File: config.mk
export PLATFORM = sky130hd
export DESIGN_NAME = lzw_code_packer_flat
export DESIGN_NICKNAME = d
export VERILOG_FILES = /design/src/rtl/lzw_pkg.sv /design/src/rtl/lzw_code_packer_if.sv /design/src/rtl/lzw_pack_acc.sv /design/src/rtl/lzw_code_packer.sv /design/src/flat_wrapper.sv
export SDC_FILE = /design/constraint.sdc
export NUM_CORES = 1
export LEC_CHECK = 0
export ABC_CLOCK_PERIOD_IN_PS = 4700
export CAP_MARGIN = 25
export CORE_MARGIN = 1.5
export CORE_UTILIZATION = 51
export DETAILED_ROUTE_END_ITERATION = 7
export PLACE_DENSITY = 0.77
export SYNTH_ARGS = -nofsm -noshare
export SYNTH_HDL_FRONTEND = slang
export SYNTH_SLANG_ARGS = --single-unit
File: constraint.sdc
create_clock -name clk -period 4.7 [get_ports clk]
set_input_delay 1.175 -clock clk [delete_from_list [all_inputs] [get_ports clk]]
set_output_delay 1.175 -clock clk [all_outputs]
set_load 0.01 [all_outputs]
File: src/rtl/lzw_pkg.sv
// Shared definitions for the LZW code packer: FSM state encoding, default
// code width, fill-counter sizing and the parameter legality check.
// Optional terminator-code feature is controlled by LZW_PACK_EOS_CODE_EN.
package lzw_pkg;

    localparam int LZW_MAX_CODE_W = 13;

    typedef enum logic [1:0] {
        ST_RUN   = 2'd0,
        ST_EOS   = 2'd1,
        ST_FLUSH = 2'd2,
        ST_DONE  = 2'd3
    } lzw_state_e;

    // Width needed to count 0..acc_w held bits.
    function automatic int lzw_fill_w(input int acc_w);
        return $clog2(acc_w + 1);
    endfunction

    // The accumulator must hold a full beat plus the widest code at once.
    function automatic bit lzw_params_ok(input int max_code_w, input int out_w, input int acc_w);
        return (max_code_w >= 1) && (out_w >= 1) && (acc_w >= max_code_w + out_w);
    endfunction

endpackage

File: src/rtl/lzw_code_packer_if.sv
// Code-in / beat-out handshake bundle for the LZW code packer.
// master: the surrounding system (code producer and beat consumer).
// slave : the packer itself.
interface lzw_code_packer_if
    import lzw_pkg::*;
#(
    parameter int MAX_CODE_W = LZW_MAX_CODE_W,
    parameter int OUT_W      = 8
);
    localparam int CW_W = $clog2(MAX_CODE_W + 1);

    logic                  code_valid;
    logic                  code_ready;
    logic [MAX_CODE_W-1:0] code_data;
    logic [CW_W-1:0]       code_width;
    logic                  flush_req;
    logic                  out_valid;
    logic                  out_ready;
    logic [OUT_W-1:0]      out_data;
    logic                  out_last;
    logic                  flush_done;

    modport master (
        output code_valid, code_data, code_width, flush_req, out_ready,
        input  code_ready, out_valid, out_data, out_last, flush_done
    );

    modport slave (
        input  code_valid, code_data, code_width, flush_req, out_ready,
        output code_ready, out_valid, out_data, out_last, flush_done
    );

endinterface

File: src/rtl/lzw_pack_acc.sv
// MSB-aligned bit accumulator for the LZW packer. A pop shifts one beat out
// of the top; a push ORs the masked code in directly below the bits still
// held after that shift. Bits below the fill level are always zero.
module lzw_pack_acc
    import lzw_pkg::*;
#(
    parameter int MAX_CODE_W = LZW_MAX_CODE_W,
    parameter int OUT_W      = 8,
    parameter int ACC_W      = 32,
    parameter int FILL_W     = lzw_fill_w(32),
    parameter int CW_W       = $clog2(LZW_MAX_CODE_W + 1)
) (
    input  logic                  clk,
    input  logic                  rst,
    input  logic                  push,
    input  logic [MAX_CODE_W-1:0] push_data,
    input  logic [CW_W-1:0]       push_w,
    input  logic                  pop,
    output logic [OUT_W-1:0]      beat_data,
    output logic [FILL_W-1:0]     fill
);
    localparam logic [FILL_W-1:0] OUT_W_F = FILL_W'(OUT_W);
    localparam logic [FILL_W-1:0] ACC_W_F = FILL_W'(ACC_W);

    logic [ACC_W-1:0]      acc_r;
    logic [FILL_W-1:0]     fill_r;
    logic [ACC_W-1:0]      acc_shift_s;
    logic [ACC_W-1:0]      acc_next_s;
    logic [ACC_W-1:0]      code_ext_s;
    logic [MAX_CODE_W-1:0] mask_s;
    logic [FILL_W-1:0]     popped_s;
    logic [FILL_W-1:0]     fill_mid_s;
    logic [FILL_W-1:0]     fill_next_s;
    logic [FILL_W-1:0]     shift_amt_s;

    // Next accumulator: apply the beat shift first, then place the new code.
    always_comb begin
        acc_shift_s = acc_r;
        fill_mid_s  = fill_r;
        acc_next_s  = acc_r;
        fill_next_s = fill_r;
        mask_s      = {MAX_CODE_W{1'b0}};
        popped_s    = (fill_r < OUT_W_F) ? fill_r : OUT_W_F;

        if (pop) begin
            acc_shift_s = acc_r << OUT_W;
            fill_mid_s  = fill_r - popped_s;
        end else begin
            acc_shift_s = acc_r;
            fill_mid_s  = fill_r;
        end

        for (int i = 0; i < MAX_CODE_W; i++) begin
            mask_s[i] = (CW_W'(i) < push_w);
        end
        code_ext_s  = {{(ACC_W - MAX_CODE_W){1'b0}}, push_data & mask_s};
        shift_amt_s = ACC_W_F - fill_mid_s - FILL_W'(push_w);

        if (push) begin
            acc_next_s  = acc_shift_s | (code_ext_s << shift_amt_s);
            fill_next_s = fill_mid_s + FILL_W'(push_w);
        end else begin
            acc_next_s  = acc_shift_s;
            fill_next_s = fill_mid_s;
        end
    end

    // Accumulator and fill level registers.
    always_ff @(posedge clk) begin
        if (rst) begin
            acc_r  <= {ACC_W{1'b0}};
            fill_r <= {FILL_W{1'b0}};
        end else begin
            acc_r  <= acc_next_s;
            fill_r <= fill_next_s;
        end
    end

    assign beat_data = acc_r[ACC_W-1 -: OUT_W];
    assign fill      = fill_r;

endmodule

File: src/rtl/lzw_code_packer.sv
// LZW code packer: packs 1..MAX_CODE_W-bit codes MSB-first into OUT_W-bit
// beats, with an explicit end-of-stream flush (zero padding, out_last) and a
// flush_done pulse. Define LZW_PACK_EOS_CODE_EN to append an all-ones
// terminator code (width of the last legal code) before the flush drains.
module lzw_code_packer
    import lzw_pkg::*;
#(
    parameter int MAX_CODE_W = LZW_MAX_CODE_W,
    parameter int OUT_W      = 8,
    parameter int ACC_W      = 32,
    parameter int CNT_W      = 16
) (
    input  logic                        clk,
    input  logic                        rst,
    lzw_code_packer_if.slave            bus,
    output logic [lzw_fill_w(ACC_W)-1:0] fill_cnt,
    output logic [CNT_W-1:0]            beat_cnt,
    output logic                        width_err
);
    localparam int FILL_W = lzw_fill_w(ACC_W);
    localparam int CW_W   = $clog2(MAX_CODE_W + 1);

    localparam logic [FILL_W-1:0] READY_LIMIT = FILL_W'(ACC_W - MAX_CODE_W);
    localparam logic [FILL_W-1:0] OUT_W_F     = FILL_W'(OUT_W);
    localparam logic [FILL_W-1:0] FILL_ZERO   = {FILL_W{1'b0}};
    localparam logic [CW_W-1:0]   MAX_W_C     = CW_W'(MAX_CODE_W);
    localparam logic [CW_W-1:0]   W_ZERO      = {CW_W{1'b0}};
    localparam logic [CNT_W-1:0]  CNT_ONE     = {{(CNT_W-1){1'b0}}, 1'b1};

    if (!lzw_params_ok(MAX_CODE_W, OUT_W, ACC_W)) begin : g_param_check
        $error("lzw_code_packer: ACC_W must be at least MAX_CODE_W + OUT_W");
    end

    lzw_state_e            state_r;
    lzw_state_e            state_next_s;
    logic [FILL_W-1:0]     fill_s;
    logic [OUT_W-1:0]      beat_data_s;
    logic [CNT_W-1:0]      beat_cnt_r;
    logic                  width_err_r;
    logic                  code_ready_s;
    logic                  out_valid_s;
    logic                  out_last_s;
    logic                  code_fire_s;
    logic                  width_ok_s;
    logic                  pop_s;
    logic                  push_s;
    logic [MAX_CODE_W-1:0] push_data_s;
    logic [CW_W-1:0]       push_w_s;
`ifdef LZW_PACK_EOS_CODE_EN
    logic                  eos_push_s;
    logic [CW_W-1:0]       last_w_r;
`endif

    // Handshake qualifiers derived from registered state only.
    always_comb begin
        code_ready_s = 1'b0;
        out_valid_s  = 1'b0;
        out_last_s   = 1'b0;
        case (state_r)
            ST_RUN: begin
                code_ready_s = (fill_s <= READY_LIMIT);
                out_valid_s  = (fill_s >= OUT_W_F);
            end
`ifdef LZW_PACK_EOS_CODE_EN
            ST_EOS: begin
                out_valid_s = (fill_s >= OUT_W_F);
            end
`endif
            ST_FLUSH: begin
                out_valid_s = (fill_s != FILL_ZERO);
                out_last_s  = (fill_s != FILL_ZERO) && (fill_s <= OUT_W_F);
            end
            default: begin
                code_ready_s = 1'b0;
                out_valid_s  = 1'b0;
                out_last_s   = 1'b0;
            end
        endcase
    end

    assign code_fire_s = bus.code_valid && code_ready_s;
    assign width_ok_s  = (bus.code_width != W_ZERO) && (bus.code_width <= MAX_W_C);
    assign pop_s       = out_valid_s && bus.out_ready;

    // Stream control: RUN -> (EOS) -> FLUSH -> DONE -> RUN.
    always_comb begin
        state_next_s = state_r;
`ifdef LZW_PACK_EOS_CODE_EN
        eos_push_s   = 1'b0;
`endif
        case (state_r)
            ST_RUN: begin
                if (bus.flush_req) begin
`ifdef LZW_PACK_EOS_CODE_EN
                    state_next_s = ST_EOS;
`else
                    state_next_s = ST_FLUSH;
`endif
                end else begin
                    state_next_s = ST_RUN;
                end
            end
`ifdef LZW_PACK_EOS_CODE_EN
            ST_EOS: begin
                if (fill_s <= READY_LIMIT) begin
                    eos_push_s   = 1'b1;
                    state_next_s = ST_FLUSH;
                end else begin
                    state_next_s = ST_EOS;
                end
            end
`endif
            ST_FLUSH: begin
                if (fill_s == FILL_ZERO) begin
                    state_next_s = ST_DONE;
                end else if (pop_s && out_last_s) begin
                    state_next_s = ST_DONE;
                end else begin
                    state_next_s = ST_FLUSH;
                end
            end
            ST_DONE: begin
                state_next_s = ST_RUN;
            end
            default: begin
                state_next_s = ST_RUN;
            end
        endcase
    end

    // Select what goes into the accumulator: a legal accepted code or the terminator.
    always_comb begin
        push_data_s = bus.code_data;
        push_w_s    = bus.code_width;
        push_s      = code_fire_s && width_ok_s;
`ifdef LZW_PACK_EOS_CODE_EN
        if (eos_push_s) begin
            push_data_s = {MAX_CODE_W{1'b1}};
            push_w_s    = last_w_r;
            push_s      = 1'b1;
        end else begin
            push_data_s = bus.code_data;
            push_w_s    = bus.code_width;
            push_s      = code_fire_s && width_ok_s;
        end
`endif
    end

    // FSM state register.
    always_ff @(posedge clk) begin
        if (rst) begin
            state_r <= ST_RUN;
        end else begin
            state_r <= state_next_s;
        end
    end

    // Beat counter and sticky illegal-width flag.
    always_ff @(posedge clk) begin
        if (rst) begin
            beat_cnt_r  <= {CNT_W{1'b0}};
            width_err_r <= 1'b0;
        end else begin
            if (pop_s) begin
                beat_cnt_r <= beat_cnt_r + CNT_ONE;
            end
            if (code_fire_s && !width_ok_s) begin
                width_err_r <= 1'b1;
            end
        end
    end

`ifdef LZW_PACK_EOS_CODE_EN
    // Width of the most recent legal code, reused for the terminator.
    always_ff @(posedge clk) begin
        if (rst) begin
            last_w_r <= MAX_W_C;
        end else if (code_fire_s && width_ok_s) begin
            last_w_r <= bus.code_width;
        end
    end
`endif

    lzw_pack_acc #(
        .MAX_CODE_W (MAX_CODE_W),
        .OUT_W      (OUT_W),
        .ACC_W      (ACC_W),
        .FILL_W     (FILL_W),
        .CW_W       (CW_W)
    ) u_acc (
        .clk       (clk),
        .rst       (rst),
        .push      (push_s),
        .push_data (push_data_s),
        .push_w    (push_w_s),
        .pop       (pop_s),
        .beat_data (beat_data_s),
        .fill      (fill_s)
    );

    assign bus.code_ready = code_ready_s;
    assign bus.out_valid  = out_valid_s;
    assign bus.out_data   = beat_data_s;
    assign bus.out_last   = out_last_s;
    assign bus.flush_done = (state_r == ST_DONE);
    assign fill_cnt       = fill_s;
    assign beat_cnt       = beat_cnt_r;
    assign width_err      = width_err_r;

endmodule

File: src/flat_wrapper.sv
// flat-port wrapper written by rule: the top's interface ports become plain ports
module lzw_code_packer_flat import lzw_pkg::*;
#(
    parameter int MAX_CODE_W = LZW_MAX_CODE_W,
    parameter int OUT_W      = 8,
    parameter int ACC_W      = 32,
    parameter int CNT_W      = 16
)
  (clk, rst, fill_cnt, beat_cnt, width_err, bus_code_valid, bus_code_data, bus_code_width, bus_flush_req, bus_out_ready, bus_code_ready, bus_out_valid, bus_out_data, bus_out_last, bus_flush_done);
  lzw_code_packer_if #(.MAX_CODE_W(MAX_CODE_W), .OUT_W(OUT_W)) bus_i ();
  input  logic clk;
  input  logic rst;
  output logic [lzw_fill_w(ACC_W)-1:0] fill_cnt;
  output logic [CNT_W-1:0] beat_cnt;
  output logic width_err;
  input wire logic [$bits(bus_i.code_valid)-1:0] bus_code_valid;
  input wire logic [$bits(bus_i.code_data)-1:0] bus_code_data;
  input wire logic [$bits(bus_i.code_width)-1:0] bus_code_width;
  input wire logic [$bits(bus_i.flush_req)-1:0] bus_flush_req;
  input wire logic [$bits(bus_i.out_ready)-1:0] bus_out_ready;
  output wire logic [$bits(bus_i.code_ready)-1:0] bus_code_ready;
  output wire logic [$bits(bus_i.out_valid)-1:0] bus_out_valid;
  output wire logic [$bits(bus_i.out_data)-1:0] bus_out_data;
  output wire logic [$bits(bus_i.out_last)-1:0] bus_out_last;
  output wire logic [$bits(bus_i.flush_done)-1:0] bus_flush_done;
  assign bus_i.code_valid = bus_code_valid;
  assign bus_i.code_data = bus_code_data;
  assign bus_i.code_width = bus_code_width;
  assign bus_i.flush_req = bus_flush_req;
  assign bus_i.out_ready = bus_out_ready;
  assign bus_code_ready = bus_i.code_ready;
  assign bus_out_valid = bus_i.out_valid;
  assign bus_out_data = bus_i.out_data;
  assign bus_out_last = bus_i.out_last;
  assign bus_flush_done = bus_i.flush_done;
  lzw_code_packer #(.MAX_CODE_W(MAX_CODE_W), .OUT_W(OUT_W), .ACC_W(ACC_W), .CNT_W(CNT_W)) u_core (.clk(clk), .rst(rst), .bus(bus_i), .fill_cnt(fill_cnt), .beat_cnt(beat_cnt), .width_err(width_err));
endmodule
Yosys cells after proc, flatten, opt, wreduce, memory -nomap -nowiden
Cells that the tools add are included.
{"block": "totals", "reg_bits": 57, "latchBits": 0, "mem_bits_rw": 0, "mem_bits_ro": 0, "n_memories": 0}
{"block": "op_classes", "n_addsub": 5, "n_mul": 0, "div": 0, "order_cmp": 18, "eq_ne": 2, "n_shift": 1, "mux": 12, "bitwise": 2, "reduce_logical": 12}
{"cell": "$mux W32", "n": 2}
{"cell": "$or A32 B32 Y32", "n": 1}
{"cell": "$shl A13 B6 Y32", "n": 1}
{"cell": "$lt A4 B4 Y1 const A", "n": 5}
{"cell": "$mux W6", "n": 3}
{"cell": "$add A16 B1 Y16 const B", "n": 1}
{"cell": "$lt A3 B4 Y1 const A", "n": 4}
{"cell": "$and A13 B13 Y13", "n": 1}
{"cell": "$lt A1 B4 Y1 const A", "n": 2}
{"cell": "$lt A2 B4 Y1 const A", "n": 2}
{"cell": "$logic_and A1 B1 Y1", "n": 7}
{"cell": "$add A6 B4 Y6", "n": 1}
{"cell": "$ge A6 B4 Y1 const B", "n": 1}
{"cell": "$le A6 B4 Y1 const B", "n": 1}
{"cell": "$le A6 B5 Y1 const B", "n": 1}
{"cell": "$logic_not A6 Y1", "n": 1}
{"cell": "$lt A6 B4 Y1 const B", "n": 1}
{"cell": "$reduce_bool A6 Y1", "n": 1}
{"cell": "$sub A6 B4 Y6", "n": 1}
{"cell": "$sub A6 B6 Y6", "n": 1}
{"cell": "$sub A6 B6 Y6 const A", "n": 1}
{"cell": "$eq A2 B2 Y1 const B", "n": 2}
{"cell": "$le A4 B4 Y1 const B", "n": 1}
{"cell": "$mux W2", "n": 2}
{"cell": "6 further kinds", "n": 8}

Depth between registers and ports, before layout
Gate-level depths: netlist of run 1.
{"block": "depth", "depth_word": 9, "ltp_mapped": 19}

Cells and area by module
From an unflattened synthesis of run 1, not the netlist that was laid out.
{"block": "unflattened", "hier_cells": 539, "area_unflattened_um2": 4441.8}
{"mod": "lzw_pack_acc", "n_inst": 1, "cells_per_inst": 423, "area_each_um2": 3412.0, "seq_area_each_um2": 760.7}
{"mod": "lzw_code_packer", "n_inst": 1, "cells_per_inst": 116, "area_each_um2": 1029.7, "seq_area_each_um2": 380.4}

Worst setup path before layout of run 1
No wires, ideal clock.
{"block": "synth_timing", "kind": "input to register", "from": "in bus_out_ready", "to": "reg u_core.u_acc.acc_r[21]", "arrival_ps": 4461, "path_slack_ps": 110, "path_stages": 16, "n_path_buf": 3, "cell_sequence": "nand2b_4 buf_6 nor2_1 mux2i_1 inv_1 ha_1 inv_1 ha_1 fa_1 buf_1 buf_1 nand3_1 a31o_2 and3_1 a31oi_1 o22ai_1"}
{"block": "synth_between", "elab_chain_len": 7, "word_cells_on_any_way": 8}
{"element": "start: declaration", "line_no": "flat_wrapper.sv:20", "rtl": "input wire logic [$bits(bus_i.out_ready)-1:0] bus_out_ready;"}
{"element": "$logic_and A1 B1 Y1 (*)", "line_no": "lzw_code_packer.sv:83", "rtl": "assign pop_s = out_valid_s && bus.out_ready;"}
{"element": "$mux W6", "line_no": "lzw_pack_acc.sv:45", "rtl": "if (pop) begin"}
{"element": "$sub A6 B6 Y6", "line_no": "lzw_pack_acc.sv:57", "rtl": "shift_amt_s = ACC_W_F - fill_mid_s - FILL_W'(push_w);"}
{"element": "$sub A6 B4 Y6", "line_no": "lzw_pack_acc.sv:57"}
{"element": "$shl A13 B6 Y32", "line_no": "lzw_pack_acc.sv:60", "rtl": "acc_next_s = acc_shift_s | (code_ext_s << shift_amt_s);"}
{"element": "$or A32 B32 Y32", "line_no": "lzw_pack_acc.sv:60"}
{"element": "$mux W32 (*)", "line_no": "lzw_pack_acc.sv:59", "rtl": "if (push) begin"}
{"element": "end signal: assignment", "line_no": "lzw_pack_acc.sv:71", "rtl": "acc_r <= {ACC_W{1'b0}};"}
{"element": "end signal: assignment", "line_no": "lzw_pack_acc.sv:74", "rtl": "acc_r <= acc_next_s;"}
{"element": "end: declaration", "line_no": "lzw_pack_acc.sv:25", "rtl": "logic [ACC_W-1:0] acc_r;"}
Mark *: on every way between the ends. The rest lies on a longest branch, timed or not.
A chain may end at the register's enable or synchronous reset.

Worst setup path after layout of run 1
{"block": "layout_timing", "from": "in bus_out_ready", "to": "reg u_core.u_acc.acc_r[17]"}
The elaborated chain is that of the path after synthesis.

==> results.rst, run 1 <==
.. list-table::
   :header-rows: 1

   * - Metric
     - Value
   * - Post-Place Cells
     - 715
   * - Worst hold path stage count
     - 2
   * - Remaining design rule violation count
     - 0
   * - Time the final worst path needs with I/O delays and setup
     - 4541 ps
   * - Post-Synth XOR/XNOR Area
     - 5.250%
   * - Cell at the root of the clock tree
     - clkbuf_8
   * - Data arrival time of the worst path
     - 4790 ps
   * - Worst setup skew after layout
     - 13.48 ps
   * - Cell type with the highest occurrence count on the critical path
     - inv_1
   * - Seq/Total Area, Yosys
     - 25.60%
   * - Setup repair after global routing missed its margin
     - yes
   * - Clock sinks
     - 57
   * - Path type of the worst setup path
     - input pin to register
   * - Maximum number of pins on one net before global-route repair
     - 56
   * - Post-synth top flop
     - dfxtp_1
   * - Placer congestion estimate
     - 0.9708
   * - Post-synth top area share
     - 25.60%
   * - Max Transition Viols Final
     - 0
   * - CTS tree
     - yes
   * - Average wire per standard cell
     - 16.85 microns
   * - Standard cell with the maximum stage delay on the critical path
     - fa_2
   * - Layout overhead on the synthesized area
     - 24.14%
   * - Largest fanout on the critical path
     - 6
   * - Crit-path leading delay family
     - adder cells
   * - Clock buffer count from CTS
     - 9
   * - Cell-by-cell listing of the critical path
     - clkdlybuf4s50_1, nand2b_4, nor2_4, mux2i_1, inv_1, ha_1, inv_1, ha_1, fa_2, inv_1, nand2_1, nor2_1, a221oi_2, o21ai_0, o22a_1, mux2_2, o22ai_1
   * - Type of the most critical hold path
     - register to register
   * - Fraction of layout instances using a drive strength above 1
     - 15.97%
   * - Total wire length
     - 12.32 mm
   * - Final hold violation count
     - 0
   * - DIE WIDTH
     - 96.48 microns
   * - Buffer depth of the longest clock path
     - 2
   * - Cell count after synthesis
     - 552
   * - Data required time of the worst path
     - 4950 ps
   * - Average instance area after synthesis
     - 8.074 sq um
   * - Highest clock frequency the design can meet
     - 220.2 MHz
   * - Final Non-Filler Cells
     - 731
   * - DR vias
     - 4388
   * - Post-DR vias/cell
     - 6.003
   * - Cells taking the most area after synthesis
     - dfxtp_1, mux2i_1, nor2_1
   * - Maximum level of the CTS H-tree
     - 3
   * - Pwr dens
     - 434.3 nW/um^2
   * - Starting DRC count in detailed routing
     - 203
   * - Count of unique library cells instantiated by Yosys
     - 80
   * - Net Count, Synth
     - 588
   * - Wire length of the first global-routing pass
     - 19.53 mm
   * - Share of the cycle needed by the critical path after routing
     - 96.61%
   * - Depth of the worst register-to-register path
     - 17
   * - Total negative slack for setup checks
     - 0 ps
   * - Net count reported at finish
     - 657
   * - Result of the run
     - finished clean
   * - Placed wire-length estimate after detailed placement
     - 9.346 mm
   * - Synthesized-area fraction occupied by and/or/nand/nor cells
     - 22.23%
   * - Largest family of logic cells by synthesized area
     - simple AND/OR/NAND/NOR gates
   * - Flip-flop and latch count after synthesis
     - 57
   * - Slew at the pin closest to its max-slew limit
     - 942.6 ps
   * - Share of synthesized area spent on multiplexers
     - 12.77%
   * - Quantity of hold-fixing buffers added after cts
     - 0
   * - Max Cap Viol
     - 0
   * - Total I/O pin count
     - 57
   * - Worst slack at placement
     - -294.4 ps
   * - Count of standard-cell rows
     - 33
   * - Delay contributed by the slowest stage of the critical path
     - 630 ps
   * - Final design utilization
     - 66.34%
   * - Antenna Nets Post-Route
     - 0
   * - Post-synthesis cell type with the largest combined area
     - dfxtp_1
   * - Worst slew margin relative to its limit
     - 37.16%
   * - Capturing element type of the critical path
     - register
   * - Gr ovfl total
     - 0
   * - Area share of fa/ha/maj cells after synthesis
     - 4.660%
   * - Number of diodes added for antenna fixing
     - 0
   * - Number of global-route vias before repair
     - 3968
   * - Compound-cell area share of the yosys netlist
     - 22.18%
   * - Stages on worst setup path
     - 17
   * - Fin worst setup slack
     - 159.4 ps
   * - Type of element launching the critical path
     - input pin
   * - Core area
     - 8341 sq um
   * - Cell Area, Synth
     - 4457 sq um
   * - Height of the die
     - 96.48 microns
   * - Clk slew on worst S/H paths
     - 70 ps
   * - Total global routing track utilization
     - 27.15%
   * - Reported leakage power
     - 0.002033 uW
   * - EDFF count, synth
     - 0
   * - Die area
     - 9308 sq um
   * - Buffers plus inverters on the worst setup path
     - 4
   * - Number of warnings issued by yosys
     - 0
   * - TritonRoute pass-1 iters
     - 5
   * - Worst vdd rail ir drop
     - 205.0 uV
   * - Total of endpoints with negative setup slack in the final report
     - 0
   * - Total of buffers placed on input and output ports
     - 56
   * - Antenna violations before repair
     - 0
   * - Share of flip-flops with an asynchronous set or reset
     - 0%
   * - Initial cell density of the core
     - 53.44%
   * - Final-layout worst hold slack
     - 454.5 ps
   * - Clock latency at the later pin of the worst-skew pair
     - 340 ps
worst reg2reg max path: cells and delay by family (launching register included):
family,cells,cell delay (ps)
adders and majority gates,3,1130
buffers and inverters,3,260
AOI/OAI and AO/OA,5,1110
muxes,2,450
DFF,1,430
and+or+nand+nor,4,690
state kept, by name, summed over array words and instances (netlist names):
name and count:
u_core.u_acc.acc_r 32, u_core.u_acc.fill 6, u_core.state_r 2, u_core.width_err 1, u_core.beat_cnt 16
final cells by class:
class,count,area (sq um)
Multi-Input combinational cell,434,3064
Fill cell,721,2808
Sequential cell,57,1141
Timing Repair Buffer,100,898.4
Tap cell,105,131.4
Clock buffer,9,123.9
Clock inverter,7,102.6
Inverter,19,71.32
logic make-up after synthesis:
logic type | after synthesis
and+or+nand+nor | 195
AOI/OAI and AO/OA | 144
DFF | 57
buffers and inverters | 61
other | 2
xor gates and xnor gates | 25
muxes | 53
adders and majority gates | 15
Yosys cell counts, types with 3 or more instances:
cell type / count
dfxtp_1: 57
nor2_1: 55
nand2_1: 48
mux2i_1: 44
o21ai_0: 25
a21oi_1: 24
nand3_1: 20
inv_1: 19
o22ai_1: 19
clkbuf_1: 17
xor2_1: 13
ha_1: 11
nand4_1: 11
nor3_1: 11
o211ai_1: 10
xnor2_1: 10
buf_4: 9
buf_2: 8
nor2b_1: 8
a31oi_1: 7
and2_1: 6
and3_1: 6
buf_6: 6
o21ai_1: 6
o221ai_1: 6
a211oi_1: 5
nand2b_1: 5
o21a_1: 5
mux2_2: 4
o31ai_1: 4
or3_1: 4
a21o_1: 3
a32oi_1: 3
fa_1: 3
power breakdown:
group	internal (uW)	switching, uW
logic	569	750
clock network	303	216
registers	528	37.8
total	1400	1000
metal layers:
metal  vias to the layer above  share of wire, %  track usage (%)
met2                       156                46            43.24
met1                      2069                46            37.05
li1                       2144                 -                -
met3                        19               6.2            4.617
met5                         -                 0                0
met4                         0               1.8            9.058
worst paths after layout:
| kind | startpoint | to | slack, ps |
|---|---|---|---|
| hold / removal | u_core.u_acc.acc_r[1]$_SDFF_PP0_ | u_core.u_acc.acc_r[1]$_SDFF_PP0_ | 450 |
| hold reg to reg | u_core.u_acc.acc_r[1]$_SDFF_PP0_ | u_core.u_acc.acc_r[1]$_SDFF_PP0_ | 450 |
| setup reg to reg | u_core.u_acc.fill[3]$_SDFF_PP0_ | u_core.u_acc.acc_r[17]$_SDFF_PP0_ | 550 |
| setup / recovery | bus_out_ready | u_core.u_acc.acc_r[17]$_SDFF_PP0_ | 160 |
per-stage QoR:
step	total power [uW]	area, sq um
detailed placement	1807	5235
global route	2552	5533
finish	2403	5533
floorplan	1424	4457
CTS	2329	5461
global placement	1796	5235
timing repair:
item | CTS | global route
setup endpoints to repair | 0 | 15
setup buffers | 0 | 0
resized for setup | 0 | 14
cell usage in the layout (no fill, tap or decap), types with 6 or more instances in the layout:
cell type        instances
o21ai_1                  6
buf_4                   43
nand2_1                 48
o21ai_0                 25
mux2i_1                 41
a21oi_1                 23
clkdlybuf4s50_1         55
ha_1                    11
inv_1                   19
o211ai_1                10
xor2_1                  13
and3_1                   6
and2_1                   6
nand3_1                 20
nor3_1                  10
nand4_1                 11
o22ai_1                 19
clkbuf_8                 9
xnor2_1                 10
dfxtp_1                 57
a31oi_1                  7
nor2_1                  54
nor2b_1                  8
Power figures use the tool's default switching activity.
==> inputs of run 2 (changes only) <==
--- a/config.mk
+++ b/config.mk
@@ -6,7 +6,7 @@
 export NUM_CORES = 1
 export LEC_CHECK = 0
 export ABC_CLOCK_PERIOD_IN_PS = 4700
-export CAP_MARGIN = 25
+export CAP_MARGIN = 0
 export CORE_MARGIN = 1.5
 export CORE_UTILIZATION = 51
 export DETAILED_ROUTE_END_ITERATION = 7
==> results of run 2 <==
The final DEF is identical to that of run 1; final timing and power are the same.
==> RTL change 1, RTL diff (flow settings as in run 1) <==
`OUT_W` is set to 8 in 4 places; all go to 12.
--- a/src/rtl/lzw_code_packer_if.sv
+++ b/src/rtl/lzw_code_packer_if.sv
@@ -7,3 +7,3 @@
     parameter int MAX_CODE_W = LZW_MAX_CODE_W,
-    parameter int OUT_W      = 8
+    parameter int OUT_W      = 12
 );
--- a/src/rtl/lzw_pack_acc.sv
+++ b/src/rtl/lzw_pack_acc.sv
@@ -7,3 +7,3 @@
     parameter int MAX_CODE_W = LZW_MAX_CODE_W,
-    parameter int OUT_W      = 8,
+    parameter int OUT_W      = 12,
     parameter int ACC_W      = 32,
--- a/src/rtl/lzw_code_packer.sv
+++ b/src/rtl/lzw_code_packer.sv
@@ -8,3 +8,3 @@
     parameter int MAX_CODE_W = LZW_MAX_CODE_W,
-    parameter int OUT_W      = 8,
+    parameter int OUT_W      = 12,
     parameter int ACC_W      = 32,
--- a/src/flat_wrapper.sv
+++ b/src/flat_wrapper.sv
@@ -4,3 +4,3 @@
     parameter int MAX_CODE_W = LZW_MAX_CODE_W,
-    parameter int OUT_W      = 8,
+    parameter int OUT_W      = 12,
     parameter int ACC_W      = 32,
Ports: changed (resized bus_out_data); port bits go from 57 to 61. The function was not compared with the original's and may differ.
==> RTL change 1 against run 1 <==
Routed wire length increased by 2.9%. Largest power group unchanged. Cell area increased by 0.14%. Global-route usage increased by 1.6 points. Hold slack got worse by 0.0076 ns. Total power decreased by 5.1%. Critical path depth unchanged. Sequential cell count unchanged. Sequential power decreased by 2%. Non-clock buffer count increased by 10. Largest cell class unchanged. Worst setup slack improved by 0.032 ns. Area after synthesis decreased by 0.53%.
==> RTL change 1: results (changes against run 1) <==
Static leakage -> 2.12 nW (+4.2%)
Non-clk invs -> 15 (-4)
DP Area -> 5310 um^2 (+1.4%)
Top delay family on crit path -> simple AND/OR/NAND/NOR gates
Total GRT Usage -> 28.8% (+1.6 points)
Multi-input gate area -> 3000 um^2 (-2.0%)
Clock buffers -> 11 (+2)
Peak VDD IR -> 0.202 mV (-1.7%)
CP Max Fanout -> 7 (+1)
Post-Syn Nets -> 613 (+4.3%)
Layout Skew -> 0.00887 ns (-0.00461 ns)
Slowest stage cell, crit path -> clkdlybuf4s50_1
Buffer share of cell area -> 17.8% (+1.6 points)
Main area contributors after synthesis -> dfxtp_1 (26%), mux2i_1 (7.5%), nand2_1 (6.5%)
Outcome -> completed
Layout Nets -> 685 (+4.3%)
First-pass GRT wire length -> 20.8 mm (+6.6%)
Post-synthesis sequential area ratio -> 25.7% (+0.14 points)
Post-synth cell types -> 82 (+2.5%)
Final instance area -> 5540 um^2 (+0.14%)
Drt total wl -> 12.7 mm (+2.9%)
Iteration-0 DRC Markers -> 309 (+52%)
Commonest cells in the netlist -> nand2_1 (77), dfxtp_1 (57), nor2_1 (51)
Worst reg2reg startpoint -> u_core.u_acc.fill[1]$_SDFF_PP0_
Share of synthesized flip-flops with an asynchronous set or reset -> 0% (unchanged)
Routability cong. -> 0.985 (+1.5%)
Yosys top cell by area -> dfxtp_1
I/O Buffers -> 60 (+7.1%)
Largest net degree at the start of global routing -> 37 (-34%)
Fillers -> 714 (-0.97%)
Crit path largest cell delay -> 0.44 ns (-0.19 ns)
Share of cells above drive strength 1 -> 14.1% (-1.9 points)
Post-DP HPWL -> 9.49 mm (+1.6%)
Comb_multi_in -> 456 (+5.1%)
Worst hold start -> u_core.u_acc.acc_r[11]$_SDFF_PP0_
Vias in the first global route -> 4328 (+9.1%)
Max_slew headroom -> 39.8% (+2.7 points)
Buffers excl. clock -> 110 (+10%)
==> RTL change 1: per-stage QoR <==
| step | setup WS (ns) | cells |
|---|---|---|
| 2_1_floorplan | 0.135 | 577 |
| 3_3_place_gp | 0.0209 | 743 |
| 3_5_place_dp | -0.102 | 743 |
| 4_1_cts | 0.202 | 759 |
| 5_1_grt | -0.0174 | 759 |
| 6_report | 0.191 | 759 |
==> RTL change 1: kinds of logic (layout without fill, tap and decap cells) <==
logic type,after synthesis,after routing,synth area share [%]
AOI/OAI and AO/OA,164,164,25.8
xor gates and xnor gates,22,22,4.35
adders and majority gates,14,14,4.46
buffers and inverters,64,141,6.75
DFF,57,57,25.7
muxes,35,35,8.47
other,2,2,0.169
and+or+nand+nor,219,219,24.3
==> RTL change 1: what timing repair did <==
item | CTS | global route
hold endpoints to repair | 0 | 0
gates resized for setup | 0 | 3
endpoints found under the setup margin | 0 | 4
==> RTL change 1: metal layers <==
metal  share of wire [%]  track usage (%)  vias to the layer above  wire (um)
li1                    -                -                     2238          -
met1                  45             39.0                     2191       5730
met2                  46             46.7                      203       5840
met3                 6.9             3.71                       19        868
met4                 1.8             9.68                        0        229
met5                   0                0                        -          0
==> RTL change 1: final timing paths <==
| kind | to | slack (ns) | depth (start not counted) |
|---|---|---|---|
| setup / recovery | u_core.u_acc.acc_r[25]$_SDFF_PP0_ | 0.19 | 17 |
| setup reg to reg | u_core.u_acc.acc_r[25]$_SDFF_PP0_ | 0.40 | 17 |
| hold reg to reg | u_core.u_acc.acc_r[11]$_SDFF_PP0_ | 0.45 | 2 |
| hold / removal | u_core.u_acc.acc_r[11]$_SDFF_PP0_ | 0.45 | 2 |
==> RTL change 1: where the power goes <==
part,switching [mW],internal (mW)
clock,0.203,0.312
sequential,0.0306,0.523
combinational,0.692,0.521
==> RTL change 2, RTL diff (settings of run 1) <==
Made on the original files. The 4 states of `lzw_state_e` get a Gray code encoding in 2 bits.
--- a/src/rtl/lzw_pkg.sv
+++ b/src/rtl/lzw_pkg.sv
@@ -8,6 +8,6 @@
     typedef enum logic [1:0] {
-        ST_RUN   = 2'd0,
-        ST_EOS   = 2'd1,
-        ST_FLUSH = 2'd2,
-        ST_DONE  = 2'd3
+        ST_RUN   = 2'b00,
+        ST_EOS   = 2'b01,
+        ST_FLUSH = 2'b11,
+        ST_DONE  = 2'b10
     } lzw_state_e;
Function: same outputs for any inputs over 4 cycles, from zero or initial values and one cycle with rst high; so few cycles prove little.
==> RTL change 2 against run 1 <==
Cell area is 9.2% lower. Combinational power is 14% lower. Via count is 12% lower. Worst setup slack better by 0.0074 ns. Hold slack better by 0.00052 ns. Largest power group unchanged. Routed wire length is 19% lower. Die area is 10% lower. First-iteration DRC count is 6.4% higher. Sequential cell count stayed put. Sequential power hardly changed. Register-to-register slack better by 0.10 ns. Critical endpoint is now u_core.u_acc.acc_r[1]$_SDFF_PP0_. Total power is 10% lower. Highest routed layer unchanged. Area after synthesis is 11% lower.
==> RTL change 2: results (changes against run 1) <==
Outcome -> completed
Post-DP HPWL -> 7.75 mm (-17%)
CP Max Fanout -> 4 (-2)
Non-clk invs -> 18 (-1)
Slowest stage cell, crit path -> fa_1
Mux cell area share after synthesis -> 13.0% (+0.22 points)
Internal -> 1.31 mW (-6.3%)
Comb_multi_in -> 370 (-15%)
Iteration-0 DRC Markers -> 216 (+6.4%)
Post-synthesis register bit count -> 57 (unchanged)
Main area contributors after synthesis -> dfxtp_1 (29%), mux2i_1 (7.8%), nand2_1 (4.9%)
Vias in the first global route -> 3582 (-9.7%)
Buffers excl. clock -> 101 (+1.0%)
Layout Nets -> 596 (-9.3%)
Share of cells above drive strength 1 -> 15.8% (-0.14 points)
Syn_area_per_cell -> 8.23 um^2 (+2.0%)
Placed insts -> 648 (-9.4%)
Synth Area in Adders -> 6.17% (+1.5 points)
Top delay family on crit path -> simple AND/OR/NAND/NOR gates
Peak VDD IR -> 0.186 mV (-9.3%)
Drt total wl -> 9.99 mm (-19%)
DP Area -> 4820 um^2 (-8.0%)
Clk pwr -> 0.452 mW (-13%)
WL/cell -> 15.0 um (-11%)
DRT Pass-1 Iters -> 4 (-1)
Clock buffers -> 10 (+1)
Largest net degree at the start of global routing -> 29 (-48%)
Static leakage -> 1.94 nW (-4.6%)
Max_slew headroom -> 51.7% (+15 points)
Post-synthesis xor/xnor area fraction -> 5.22% (-0.026 points)
Reg power frac -> 26.3% (+2.7 points)
Multi-input logic portion of the cell area -> 51.4% (-4.0 points)
ClkCell Share -> 3.88% (-0.21 points)
Post-DR vias/cell -> 5.80 (-3.5%)
Commonest cells in the netlist -> dfxtp_1 (57), nand2_1 (52), nor2_1 (41)
Buffer share of cell area -> 18.1% (+1.9 points)
Post-synth cell types -> 66 (-18%)
Total GRT Usage -> 24.4% (-2.7 points)
Final instance area -> 5030 um^2 (-9.2%)
Fillers -> 656 (-9.0%)
Post-synthesis sequential area ratio -> 28.7% (+3.1 points)
CP arrival -> 4.81 ns (+0.02 ns)
Hold Path Class -> flop to flop
First-pass GRT wire length -> 16.6 mm (-15%)
Crit path largest cell delay -> 0.49 ns (-0.14 ns)
Post-Syn Nets -> 522 (-11%)
[RTL change 2: layer usage]
| metal | up-vias | global-route usage, % | part of all wire (%) |
|---|---|---|---|
| met5 | - | 0 | 0 |
| met4 | 0 | 6.77 | 1.0 |
| met3 | 11 | 4.19 | 4.6 |
| met2 | 116 | 40.3 | 47 |
| met1 | 1828 | 32.7 | 47 |
| li1 | 1893 | - | - |
[RTL change 2: worst paths after layout]
check / from / to / slack, ns
min reg2reg: u_core.u_acc.acc_r[5]$_SDFF_PP0_ / u_core.u_acc.acc_r[5]$_SDFF_PP0_ / 0.46
max: bus_out_ready / u_core.u_acc.acc_r[1]$_SDFF_PP0_ / 0.17
max reg2reg: u_core.u_acc.fill[3]$_SDFF_PP0_ / u_core.u_acc.acc_r[1]$_SDFF_PP0_ / 0.65
min: u_core.u_acc.acc_r[5]$_SDFF_PP0_ / u_core.u_acc.acc_r[5]$_SDFF_PP0_ / 0.46
